$ cat config.mk
export PLATFORM = sky130hd
export DESIGN_NAME = cache_ass2vias
export DESIGN_NICKNAME = d
export VERILOG_FILES = /design/src/rtl/cache_pkg.sv /design/src/rtl/cache_set_lookup.sv /design/src/rtl/cache_ass2vias.sv
export SDC_FILE = /design/constraint.sdc
export NUM_CORES = 1
export LEC_CHECK = 0
export BUFFER_PORTS_ARGS = -buffer_cell sky130_fd_sc_hd__buf_2
export CAP_MARGIN = 20
export CORE_MARGIN = 5
export CORE_UTILIZATION = 45
export DETAILED_ROUTE_END_ITERATION = 10
export MAX_ROUTING_LAYER = met4
export PLACE_DENSITY = 0.71
export SLEW_MARGIN = 0
export SYNTH_ARGS = -nofsm -noshare
export SYNTH_HDL_FRONTEND = slang
export SYNTH_SLANG_ARGS = --single-unit
$ cat constraint.sdc
create_clock -name clock -period 5.21 [get_ports clock]
set_clock_uncertainty 0.1 [all_clocks]
set_input_delay 1.042 -clock clock [delete_from_list [all_inputs] [get_ports clock]]
set_output_delay 1.042 -clock clock [all_outputs]
set_load 0.005 [all_outputs]
$ cat src/rtl/cache_pkg.sv
// ---------------------------------------------------------------------------
// cache_pkg
// Shared definitions for the 2-way set-associative cache.
//   ADDR_W / DATA_W / SETS : geometry (5-bit word address, 5-bit block, 4 sets)
//   IDX_W / TAG_W / WAYS   : derived field widths and associativity
//   line_t                 : one cache line {valid, dirty, tag, data}
//   state_t                : miss-handling FSM states
//   addr_index / addr_tag  : split a word address into set index and tag
// ---------------------------------------------------------------------------
package cache_pkg;

    localparam int ADDR_W = 5;
    localparam int DATA_W = 5;
    localparam int SETS   = 4;
    localparam int WAYS   = 2;
    localparam int IDX_W  = $clog2(SETS);
    localparam int TAG_W  = ADDR_W - IDX_W;

    typedef struct packed {
        logic              valid;
        logic              dirty;
        logic [TAG_W-1:0]  tag;
        logic [DATA_W-1:0] data;
    } line_t;

    typedef enum logic [1:0] {
        IDLE,
        WB,
        FILL_REQ,
        FILL_WAIT
    } state_t;

    function automatic logic [IDX_W-1:0] addr_index(input logic [ADDR_W-1:0] addr);
        return addr[IDX_W-1:0];
    endfunction

    function automatic logic [TAG_W-1:0] addr_tag(input logic [ADDR_W-1:0] addr);
        return addr[ADDR_W-1:IDX_W];
    endfunction

endpackage

$ cat src/rtl/cache_set_lookup.sv
// ---------------------------------------------------------------------------
// cache_set_lookup
// Combinational tag compare for one set of the 2-way cache.
//   way0, way1 : the two lines of the addressed set
//   tag        : tag of the access address
//   lru        : way to evict next when both ways are valid
//   hit        : one of the ways is valid and holds the tag
//   hit_way    : which way hit (meaningful only when hit = 1)
//   victim_way : way to replace on a miss (first invalid way, else LRU)
// ---------------------------------------------------------------------------
module cache_set_lookup
    import cache_pkg::*;
(
    input  line_t            way0,
    input  line_t            way1,
    input  logic [TAG_W-1:0] tag,
    input  logic             lru,
    output logic             hit,
    output logic             hit_way,
    output logic             victim_way
);

    logic match0;
    logic match1;

    always_comb begin
        // NOTE: every output gets a value before any branch, so no path can
        // leave one unassigned and infer a latch.
        victim_way = lru;
        match0     = way0.valid && (way0.tag == tag);
        match1     = way1.valid && (way1.tag == tag);
        hit        = match0 || match1;
        // A tag lives in at most one way of a set, so way1 hits only when way0 does not.
        hit_way    = match1 && !match0;
        if (!way0.valid) begin
            victim_way = 1'b0;
        end else if (!way1.valid) begin
            victim_way = 1'b1;
        end
    end

endmodule

$ cat src/rtl/cache_ass2vias.sv
// ---------------------------------------------------------------------------
// cache_ass2vias
// 2-way set-associative, write-back, write-allocate cache between the board
// user circuit and a synchronous 32x5 RAM with one cycle of read latency.
//   clock, reset : rising-edge clock, asynchronous active-high reset
//   Address      : access address (held while ready = 0)
//   Write        : 0 = read, 1 = write
//   BlockIn      : write data from the circuit
//   M_Block_C    : RAM read data, valid one cycle after C_Addr_M is presented
//   BlockOut     : read data to the circuit
//   C_Write_M    : RAM write enable, high only during the write-back cycle
//   C_Block_M    : write-back data to RAM
//   C_Addr_M     : RAM address for write-back or fill
//   hit          : result of the last completed access
//   ready        : 1 = a new access is accepted this cycle
// ---------------------------------------------------------------------------
module cache_ass2vias
    import cache_pkg::*;
(
    input  logic              clock,
    input  logic              reset,
    input  logic [ADDR_W-1:0] Address,
    input  logic              Write,
    input  logic [DATA_W-1:0] BlockIn,
    input  logic [DATA_W-1:0] M_Block_C,
    output logic [DATA_W-1:0] BlockOut,
    output logic              C_Write_M,
    output logic [DATA_W-1:0] C_Block_M,
    output logic [ADDR_W-1:0] C_Addr_M,
    output logic              hit,
    output logic              ready
);

    line_t             lines [SETS][WAYS];
    logic [SETS-1:0]   lru;
    state_t            state;

    // Access captured on a miss; the live inputs are ignored until ready returns.
    logic [ADDR_W-1:0] req_addr;
    logic              req_write;
    logic [DATA_W-1:0] req_data;
    logic              vic_way;

    // Lookup on the live inputs, used only in IDLE.
    logic [IDX_W-1:0]  idx;
    line_t             way0;
    line_t             way1;
    logic              lk_hit;
    logic              lk_hit_way;
    logic              lk_victim;
    line_t             hit_line;
    line_t             victim_line;
    logic [IDX_W-1:0]  req_idx;

    assign idx         = addr_index(Address);
    assign way0        = lines[idx][0];
    assign way1        = lines[idx][1];
    assign hit_line    = lines[idx][lk_hit_way];
    assign victim_line = lines[idx][lk_victim];
    assign req_idx     = addr_index(req_addr);

    cache_set_lookup u_lookup (
        .way0       (way0),
        .way1       (way1),
        .tag        (addr_tag(Address)),
        .lru        (lru[idx]),
        .hit        (lk_hit),
        .hit_way    (lk_hit_way),
        .victim_way (lk_victim)
    );

    // NOTE: all state in this block is assigned with <=, so every read of a
    // line, LRU bit or request register sees its value from before the edge.
    always_ff @(posedge clock or posedge reset) begin
        if (reset) begin
            state     <= IDLE;
            BlockOut  <= '0;
            hit       <= 1'b0;
            C_Write_M <= 1'b0;
            C_Block_M <= '0;
            C_Addr_M  <= '0;
            ready     <= 1'b1;
            lru       <= '0;
            req_addr  <= '0;
            req_write <= 1'b0;
            req_data  <= '0;
            vic_way   <= 1'b0;
            // NOTE: the line store is small flop storage, not a RAM macro, so it
            // is cleared on reset; clearing valid is what empties the cache and
            // tag/data are zeroed only to keep the state deterministic.
            for (int s = 0; s < SETS; s++) begin
                for (int w = 0; w < WAYS; w++) begin
                    lines[s][w] <= '0;
                end
            end
        end else begin
            // Only the transition into WB raises the RAM write enable.
            C_Write_M <= 1'b0;
            case (state)
                IDLE: begin
                    if (lk_hit) begin
                        hit          <= 1'b1;
                        lru[idx]     <= ~lk_hit_way;
                        if (Write) begin
                            lines[idx][lk_hit_way].data  <= BlockIn;
                            lines[idx][lk_hit_way].dirty <= 1'b1;
                        end else begin
                            BlockOut <= hit_line.data;
                        end
                    end else begin
                        hit       <= 1'b0;
                        req_addr  <= Address;
                        req_write <= Write;
                        req_data  <= BlockIn;
                        vic_way   <= lk_victim;
                        if (victim_line.valid && victim_line.dirty) begin
                            state     <= WB;
                            ready     <= 1'b0;
                            C_Write_M <= 1'b1;
                            C_Block_M <= victim_line.data;
                            C_Addr_M  <= {victim_line.tag, idx};
                        end else if (Write) begin
                            // Single-word blocks: a write miss never needs a fill read.
                            lines[idx][lk_victim] <= '{valid: 1'b1, dirty: 1'b1,
                                                       tag: addr_tag(Address), data: BlockIn};
                            lru[idx] <= ~lk_victim;
                            ready    <= 1'b1;
                        end else begin
                            state    <= FILL_REQ;
                            ready    <= 1'b0;
                            C_Addr_M <= Address;
                        end
                    end
                end

                WB: begin
                    if (req_write) begin
                        lines[req_idx][vic_way] <= '{valid: 1'b1, dirty: 1'b1,
                                                     tag: addr_tag(req_addr), data: req_data};
                        lru[req_idx] <= ~vic_way;
                        ready        <= 1'b1;
                        state        <= IDLE;
                    end else begin
                        C_Addr_M <= req_addr;
                        state    <= FILL_REQ;
                    end
                end

                // The RAM samples C_Addr_M at the end of this cycle.
                FILL_REQ: begin
                    state <= FILL_WAIT;
                end

                FILL_WAIT: begin
                    lines[req_idx][vic_way] <= '{valid: 1'b1, dirty: 1'b0,
                                                 tag: addr_tag(req_addr), data: M_Block_C};
                    BlockOut     <= M_Block_C;
                    lru[req_idx] <= ~vic_way;
                    ready        <= 1'b1;
                    state        <= IDLE;
                end

                default: begin
                    state <= IDLE;
                    ready <= 1'b1;
                end
            endcase
        end
    end

endmodule

==> results.cfg, run 1 <==
[status]
status = completed

[critical_path]
r2r_end = lines[1]
reg2reg_setup_slack_ns = 1.52
critPathTopFamily = buffers and inverters
cp_common_cell = buf_4
worstPathRequired_ns = 5.41
critPathBufInv = 4
arrival_ns = 4.36
cpMaxStageDelayCell = buf_2
path_max_fanout = 68
crit_chain = buf_2 > buf_4 > mux4_2 > xnor2_1 > nand4_1 > a311oi_4 > buf_4 > nor2_4 > buf_4 > o32a_1
crit_path_end_kind = register
setup.worst_path.start_class = input port
max_stage_delay_ns = 0.56
r2r_cells = 5
crit_type = in -> reg
r2r-start = state[0]

[global_routing]
grt_usage = 0.252
grt_pass1_vias = 6344
use_met2 = 0.377
antenna_found_initial = 0
grt_first_pass_wirelength_mm = 35.3
gr-usage-met3 = 0.0559
overflow = 0
met1_usage = 0.336
grt_max_degree = 75
busiest_layer = met2

[cts]
cts_resized = 0
clockRootBuffer = clkbuf_16
cts_buffers = 17
cts_setup_buffers = 0
htreeDepth = 4
ctsLongestPathBuffers = 2
clk_pin_slew_worst_paths_ns = 0.05
cts.sinks = 116
cts_tree = done
cts_hold_buffers = 0
clkLatencyLatePin_ns = 0.42

[timing]
setup_violations = 0
slew_headroom = 0.256
post-route-period-util = 0.797
final-hold-violation-count = 0
layout_setup_ws_ns = 1.06
max_freq_mhz = 241
rsz0062_at_grt = false
fin_crit_ns = 4.15
tightest_slew_ns = 1.11
drv_slew = 0
setup_tns_ns = 0

[final_layout]
fin_nets = 754
syn_to_final_growth_pct = 12.0
drive_above_1_share = 0.182
diodes = 0
stdcell_area_um2 = 8090
fin_util = 0.511

[drt]
detail-route-antenna-nets = 0
route.detailed.drc = 0
wirelength_mm = 22.5
vias_per_cell = 6.93
drt_iter0_drc = 948
drtPass1Iterations = 6
num_vias = 6685
wl_per_cell_um = 23.3

[power_and_ir_drop]
p_sw_mw = 2.64
ir_drop_mv = 0.507
p_per_area_nw_per_um2 = 736
p_leak_nw = 3.18
power.internal_mw = 3.31
clock_power_share = 0.193
total_power_mw = 5.95
combPwrFrac = 0.501
seq_power_share = 0.305
swShare = 0.444

[min_path]
hold_class = reg -> reg
min_path_cells = 1
holdPathEnd = lines[39]
worstHoldStart = lines[39]

[synthesis]
synth.distinct_cells = 63
synth-edff-count = 0
async_flop_share = 1.00
avgSynthCellArea_um2 = 9.93
synth_top_area_frac = 0.398
ys_ff_latch = 116
netlist_instances = 727
yosys_warnings = 0
ys.flop_type = dfrtp_1
synth_area_leaders = dfrtp_1 (40%), a21oi_1 (6.1%), o32a_1 (5.7%)
synth_top_area_cell = dfrtp_1
syn-num-nets = 745
ys_seq_area_frac = 0.402
syn_area_um2 = 7220

[placement]
io_buffers = 35
finalWeightedCongestion = 0.948
pre_cts_ws_ns = 0.671
post_dp_cell_area_um2 = 7490
place_hpwl_mm = 15.2

[die]
die_w_um = 137
ios = 36
start_util = 0.456
chipHeight_um = 137
dieArea_um2 = 18700
rows = 46
core_um2 = 15800

[flow_run]
cap_violations = 0
routing by layer:
metal	routed length, um	share of wire	vias to the layer above
li1	-	-	2870
met5	0	0	-
met2	10400	0.46	448
met4	546	0.024	0
met3	2220	0.099	58
met1	9250	0.41	3309
power by group through the flow:
stage / registers, mW / clock network (mW) / logic [mW]
final: 1.82 / 1.15 / 2.99
after detailed placement: 1.81 / 0 / 2.90
after global routing: 1.86 / 1.20 / 3.22
after floorplan: 1.55 / 0 / 2.40
after global placement: 1.78 / 0 / 2.77
after CTS: 1.79 / 1.16 / 2.92
cells in the mapped netlist (all sizes together), types with 5 or more instances:
cell and count:
a211oi 5, a21oi 88, a31oi 16, a32oi 22
buf 26, clkbuf 38, clkinv 6, dfrtp 115
inv 7, mux2 20, mux2i 30, mux4 20
nand2 68, nand2b 8, nand3 13, nand4 5
nor2 21, nor2b 7, o21ai 61, o22a 29
o22ai 7, o31ai 7, o32a 41, xnor2 6
worst max path at each step:
stage / from / to / cells past startpoint
after detailed placement: Address[0] / lines[1] / 10
after global placement: Address[0] / lines[10] / 9
after CTS: Address[0] / lines[1] / 10
after global routing: Address[0] / lines[43] / 10
after floorplan: reset / BlockOut[0] / 1
final: Address[0] / lines[1] / 10
stage by stage:
step,cells,hold slack (ns)
2_1_floorplan,727,0.327
3_3_place_gp,930,0.340
3_5_place_dp,931,0.352
4_1_cts,963,0.363
5_1_grt,965,0.379
6_report,965,0.362
cell type report:
cell class | instances | area (um2)
sequential | 116 | 2910
timing repair buffer | 54 | 323
fill | 1401 | 7740
multi-input combinational | 534 | 3950
inverter | 13 | 51.3
tap | 216 | 270
clock buffer | 22 | 474
clock inverter | 10 | 105
cell usage in the layout, fill, tap and decap left out, drive strengths merged, types with 21 or more instances in the layout:
cell,count
a21oi,88
a32oi,22
buf,54
clkbuf,22
dfrtp,115
mux2i,30
nand2,68
nor2,21
o21ai,61
o22a,29
o32a,41
kinds of logic after synthesis:
family,after synthesis,synth area share
AND/OR/NAND/NOR,140,0.0920
XOR/XNOR,6,0.00728
AO/OA/AOI/OAI,318,0.312
multiplexers,70,0.137
buffers and inverters,77,0.0504
flip-flops,116,0.402
registers in the layout, indices dropped and copies added (netlist names):
signal,cells
C_Addr_M,5
C_Write_M,1
lines,80
hit,1
req_write,1
lru,4
state,2
C_Block_M,5
vic_way,1
BlockOut,5
ready,1
req_addr,5
req_data,5
worst reg2reg max path: stages, from the launching register on:
cell	delay (ns)
dfrtp_4	0.81
clkinv_1	0.68
nor2_1	1.04
nor2_4	0.05
buf_4	0.37
o32a_1	0.51
Power figures use the tool's default switching activity.
==> run 2, diff against run 1 <==
--- a/config.mk
+++ b/config.mk
@@ -11,7 +11,7 @@
 export CORE_UTILIZATION = 45
 export DETAILED_ROUTE_END_ITERATION = 10
 export MAX_ROUTING_LAYER = met4
-export PLACE_DENSITY = 0.71
+export PLACE_DENSITY = 0.73
 export SLEW_MARGIN = 0
 export SYNTH_ARGS = -nofsm -noshare
 export SYNTH_HDL_FRONTEND = slang
==> constraint.sdc (replaced) <==
create_clock -name clock -period 3.5 [get_ports clock]
set_clock_uncertainty 0.1 [all_clocks]
set_input_delay 0.7 -clock clock [delete_from_list [all_inputs] [get_ports clock]]
set_output_delay 0.7 -clock clock [all_outputs]
set_load 0.005 [all_outputs]
==> run 2 against run 1 <==
Net effect: die area did not move; critical endpoint is now lines[58]; combinational power up 62%; utilization up 2.8 points; first-iteration DRC count up 2.5%.
==> results.cfg, run 2 (synthesis results as in run 1) <==
[status]
status = completed

[timing]
setup_violations = 0
post-route-period-util = 0.840
rsz0062_at_grt = false
fin_crit_ns = 2.94
setup_tns_ns = 0
max_freq_mhz = 340
whs_ns = 0.292
final-hold-violation-count = 0
tightest_slew_ns = 0.850
slew_headroom = 0.434
drv_slew = 0

[placement]
finalWeightedCongestion = 0.920
post_dp_cell_area_um2 = 7920
place_hpwl_mm = 15.4
io_buffers = 35

[global_routing]
grt_pass1_vias = 6454
antenna_found_initial = 0
use_met2 = 0.372
overflow = 0
busiest_layer = met2
gr-usage-met3 = 0.0614
met1_usage = 0.344
grt_first_pass_wirelength_mm = 36.0
grt_max_degree = 117
grt_usage = 0.256

[final_layout]
stdcell_area_um2 = 8540
fillCellCount = 1370
fin_nets = 805
final_cell_mix = dfrtp_1 (114), a21oi_1 (88), nand2_1 (68), buf_4 (67), o21ai_0 (59)
largest_reg_flops = 80
final_common_cell = dfrtp_1
largest-register = lines
syn_to_final_growth_pct = 18.2
diodes = 0
drive_above_1_share = 0.236

[critical_path]
path_max_fanout = 21
cp_common_cell = buf_4
crit_type = in -> reg
arrival_ns = 3.18
crit_path_end_kind = register
critPathBufInv = 4
critPathTopFamily = buffers and inverters
cpMaxStageDelayCell = mux4_2
worstPathRequired_ns = 3.74
r2r_end = lines[58]
reg2reg_setup_slack_ns = 0.76
max_stage_delay_ns = 0.52
setup.worst_path.start_class = input port
r2r-start = lru[1]
r2r_cells = 7
crit_chain = buf_2 > buf_12 > mux4_2 > xnor2_1 > nand4_1 > buf_4 > o22ai_1 > buf_4 > o22a_1 > a2bb2oi_1

[die]
chipHeight_um = 137
ios = 36
core_um2 = 15800
die_w_um = 137
start_util = 0.456
rows = 46
dieArea_um2 = 18700

[flow_run]
cap_violations = 0

[min_path]
hold_class = in -> async

[cts]
ctsLongestPathBuffers = 2
clkLatencyLatePin_ns = 0.43
cts_setup_buffers = 0
cts_buffers = 17
htreeDepth = 4
clk_pin_slew_worst_paths_ns = 0.06
cts.sinks = 116
cts_resized = 0
cts_tree = done
cts_hold_buffers = 0
clockRootBuffer = clkbuf_16

[drt]
num_vias = 6752
wl_per_cell_um = 22.2
route.detailed.drc = 0
wirelength_mm = 22.6
drt_iter0_drc = 972
vias_per_cell = 6.65
drtPass1Iterations = 6
detail-route-antenna-nets = 0

[power_and_ir_drop]
ir_drop_mv = 0.533
p_per_area_nw_per_um2 = 1090
p_leak_nw = 3.44
==> run 2: cell type report <==
class                      instances  area (um2)  area share
multi-input combinational        534        3950       0.463
clock inverter                    14         174      0.0204
tap                              216         270      0.0317
timing repair buffer             105         738      0.0865
sequential                       116        2910       0.341
inverter                          13        52.6     0.00616
clock buffer                      18         439      0.0515
==> run 2: tightest hold or removal path, cell delays in order <==
cell        delay (ns)
buf_2             0.11
clkinvlp_4        0.07
buf_12            0.40
==> run 2: how the worst max path moves through the flow <==
stage | start | endpoint | slack [ns] | cells after the start
floorplan | Address[0] | lines[20] | 0.35 | 9
global placement | Address[0] | lines[53] | 0.22 | 9
detailed placement | Address[0] | lines[58] | 0.19 | 9
CTS | Address[0] | lines[58] | 0.62 | 10
global route | Address[0] | lines[51] | 0.47 | 10
finish | Address[0] | lines[58] | 0.56 | 10
==> run 2: report_power, final <==
part | total (mW) | switching (mW) | internal [mW]
sequential | 2.64 | 0.649 | 1.99
combinational | 4.85 | 2.69 | 2.17
clock | 1.82 | 0.673 | 1.14
==> run 2: routing by layer <==
layer  up-vias  wire length [um]
li1       2981                 -
met1      3319              9360
met2       389             10200
met3        63              2310
met4         0               725
met5         -                 0
==> run 2: stage by stage <==
stage          utilization  total power [mW]  setup WS [ns]  std cells
2_1_floorplan            -              5.87          0.352        727
3_3_place_gp         0.501              7.24          0.225        984
3_5_place_dp         0.501              7.37          0.188        984
4_1_cts              0.539              9.22          0.625       1016
5_1_grt              0.539              9.83          0.470       1016
6_report             0.539              9.31          0.560       1016
==> run 3, diff against run 2 <==
==> constraint.sdc (replaced) <==
create_clock -name clock -period 2.6 [get_ports clock]
set_clock_uncertainty 0.1 [all_clocks]
set_input_delay 0.52 -clock clock [delete_from_list [all_inputs] [get_ports clock]]
set_output_delay 0.52 -clock clock [all_outputs]
set_load 0.005 [all_outputs]
==> run 3 against run 2 <==
Net effect: the run now ends with negative setup slack left; die area stayed put; cell area is 8.6% higher; critical path depth is 3 lower; critical path type is now reg -> reg.
==> results.cfg, run 3 (synthesis results as in run 1) <==
[global_routing]
grt_first_pass_wirelength_mm = 37.7
grt_max_degree = 56
antenna_found_initial = 0
overflow = 0
grt_pass1_vias = 7034
grt_usage = 0.268

[timing]
setup_violations = 42
post-route-period-util = 1.02
drv_slew = 0
final-hold-violation-count = 0
max_freq_mhz = 377
tightest_slew_ns = 0.702
layout_setup_ws_ns = -0.0545
fin_crit_ns = 2.65
slew_headroom = 0.530
rsz0062_at_grt = true
whs_ns = 0.0240

[drt]
drt_iter0_drc = 1022
vias_per_cell = 6.72
drtPass1Iterations = 5
num_vias = 7132
route.detailed.drc = 0
detail-route-antenna-nets = 0
wirelength_mm = 24.0
wl_per_cell_um = 22.6

[power_and_ir_drop]
p_leak_nw = 3.76
seq_power_share = 0.251
p_sw_mw = 5.69
ir_drop_mv = 0.642
combPwrFrac = 0.555
p_per_area_nw_per_um2 = 1480
power.internal_mw = 8.06
swShare = 0.414
clock_power_share = 0.194

[final_layout]
fin_util = 0.586
largest-register = lines
final_common_cell = dfrtp_1
drive_above_1_share = 0.313
largest_reg_flops = 80
final_cell_mix = dfrtp_1 (114), buf_4 (99), a21oi_1 (84), nand2_1 (67), o21ai_0 (53)
diodes = 0
fin_nets = 851
syn_to_final_growth_pct = 28.4
fillCellCount = 1225

[critical_path]
setup.worst_path.start_class = register
max_stage_delay_ns = 0.51
arrival_ns = 2.86
crit_path_end_kind = register
crit_chain = mux4_2 > mux2_4 > and3_4 > a311oi_4 > nor2_4 > buf_12 > o32a_1
path_max_fanout = 41
worstPathRequired_ns = 2.80
crit_type = reg -> reg
reg2reg_setup_slack_ns = -0.05
cpMaxStageDelayCell = mux4_2

[placement]
finalWeightedCongestion = 1.01
io_buffers = 35
place_hpwl_mm = 16.6

[die]
chipHeight_um = 137
start_util = 0.456
die_w_um = 137
ios = 36
rows = 46
dieArea_um2 = 18700
core_um2 = 15800

[cts]
cts_tree = done
cts_buffers = 17
clockRootBuffer = clkbuf_16
ctsLongestPathBuffers = 2
clkLatencyLatePin_ns = 0.43
clk_pin_slew_worst_paths_ns = 0.05
cts.sinks = 116
htreeDepth = 4

[flow_run]
cap_violations = 0

[min_path]
hold_class = in -> async

[status]
status = complete, but fails checks
violations = negative setup slack
==> run 3: cell types whose count changed in the layout (fill, tap and decap cells not counted), sizes merged <==
cell and change:
buf +46, bufinv +2, clkbuf +6, clkinv +1
clkinvlp -4, inv -5
==> run 3: final timing paths <==
kind,startpoint,endpoint,depth (start not counted)
max,lru[3],lines[1],7
min,reset,req_addr[2],2
max reg2reg,lru[3],lines[1],7
min reg2reg,lines[19],lines[19],1
max in group asynchronous,reset,lines[10],3
min in group clock,M_Block_C[4],BlockOut[4],3
==> run 3: what timing repair did <==
item,4_1_cts,5_1_grt
buffers inserted,7,5
hold buffers,0,0
endpoints found under the hold margin,0,0
gates cloned,0,0
pin swaps,5,8
setup endpoints to repair,91,73
resized for setup,24,27
==> run 3: per-stage QoR <==
stage / instances / setup WS (ns) / instance area, um2 / power (mW) / setup TNS, ns
6_report: 1062 / -0.0545 / 9270 / 13.8 / -1.04
5_1_grt: 1062 / -0.0725 / 9270 / 14.5 / -2.37
4_1_cts: 1057 / -0.0171 / 9090 / 13.3 / -0.0495
3_5_place_dp: 1018 / -0.760 / 8270 / 10.4 / -60.37
3_3_place_gp: 1018 / -0.628 / 8270 / 10.1 / -51.81
2_1_floorplan: 727 / -0.214 / 7360 / 8.11 / -15.07
==> run 3: area by class of cell <==
| cell class | count | area [um2] | area share |
|---|---|---|---|
| Multi-Input combinational cell | 534 | 4180 | 0.451 |
| Sequential cell | 116 | 2910 | 0.314 |
| Timing Repair Buffer | 151 | 1190 | 0.128 |
| Clock buffer | 24 | 502 | 0.0541 |
| Tap cell | 216 | 270 | 0.0291 |
| Clock inverter | 8 | 169 | 0.0182 |
| Inverter | 13 | 52.6 | 0.00567 |
==> run 3: power by group through the flow <==
stage	combinational (mW)	sequential, mW	clock [mW]
after floorplan	5.00	3.11	0
after global placement	6.73	3.40	0
after detailed placement	7.00	3.43	0
after CTS	7.22	3.41	2.68
after global routing	8.15	3.53	2.77
final	7.64	3.45	2.66
==> run 3: layer usage <==
| layer | global-route usage | vias up | wire length [um] |
|---|---|---|---|
| li1 | - | 3066 | - |
| met1 | 0.335 | 3522 | 9360 |
| met2 | 0.423 | 465 | 11700 |
| met3 | 0.0577 | 79 | 2230 |
| met4 | 0.113 | 0 | 697 |
| met5 | - | - | 0 |
==> run 3: critical path, delay by kind of cell, from the launching register on <==
family / cells / cell delay, ns
and+or+nand+nor: 2 / 0.29
muxes: 2 / 0.85
AOI/OAI and AO/OA: 2 / 0.69
DFF: 1 / 0.39
buffers and inverters: 1 / 0.18
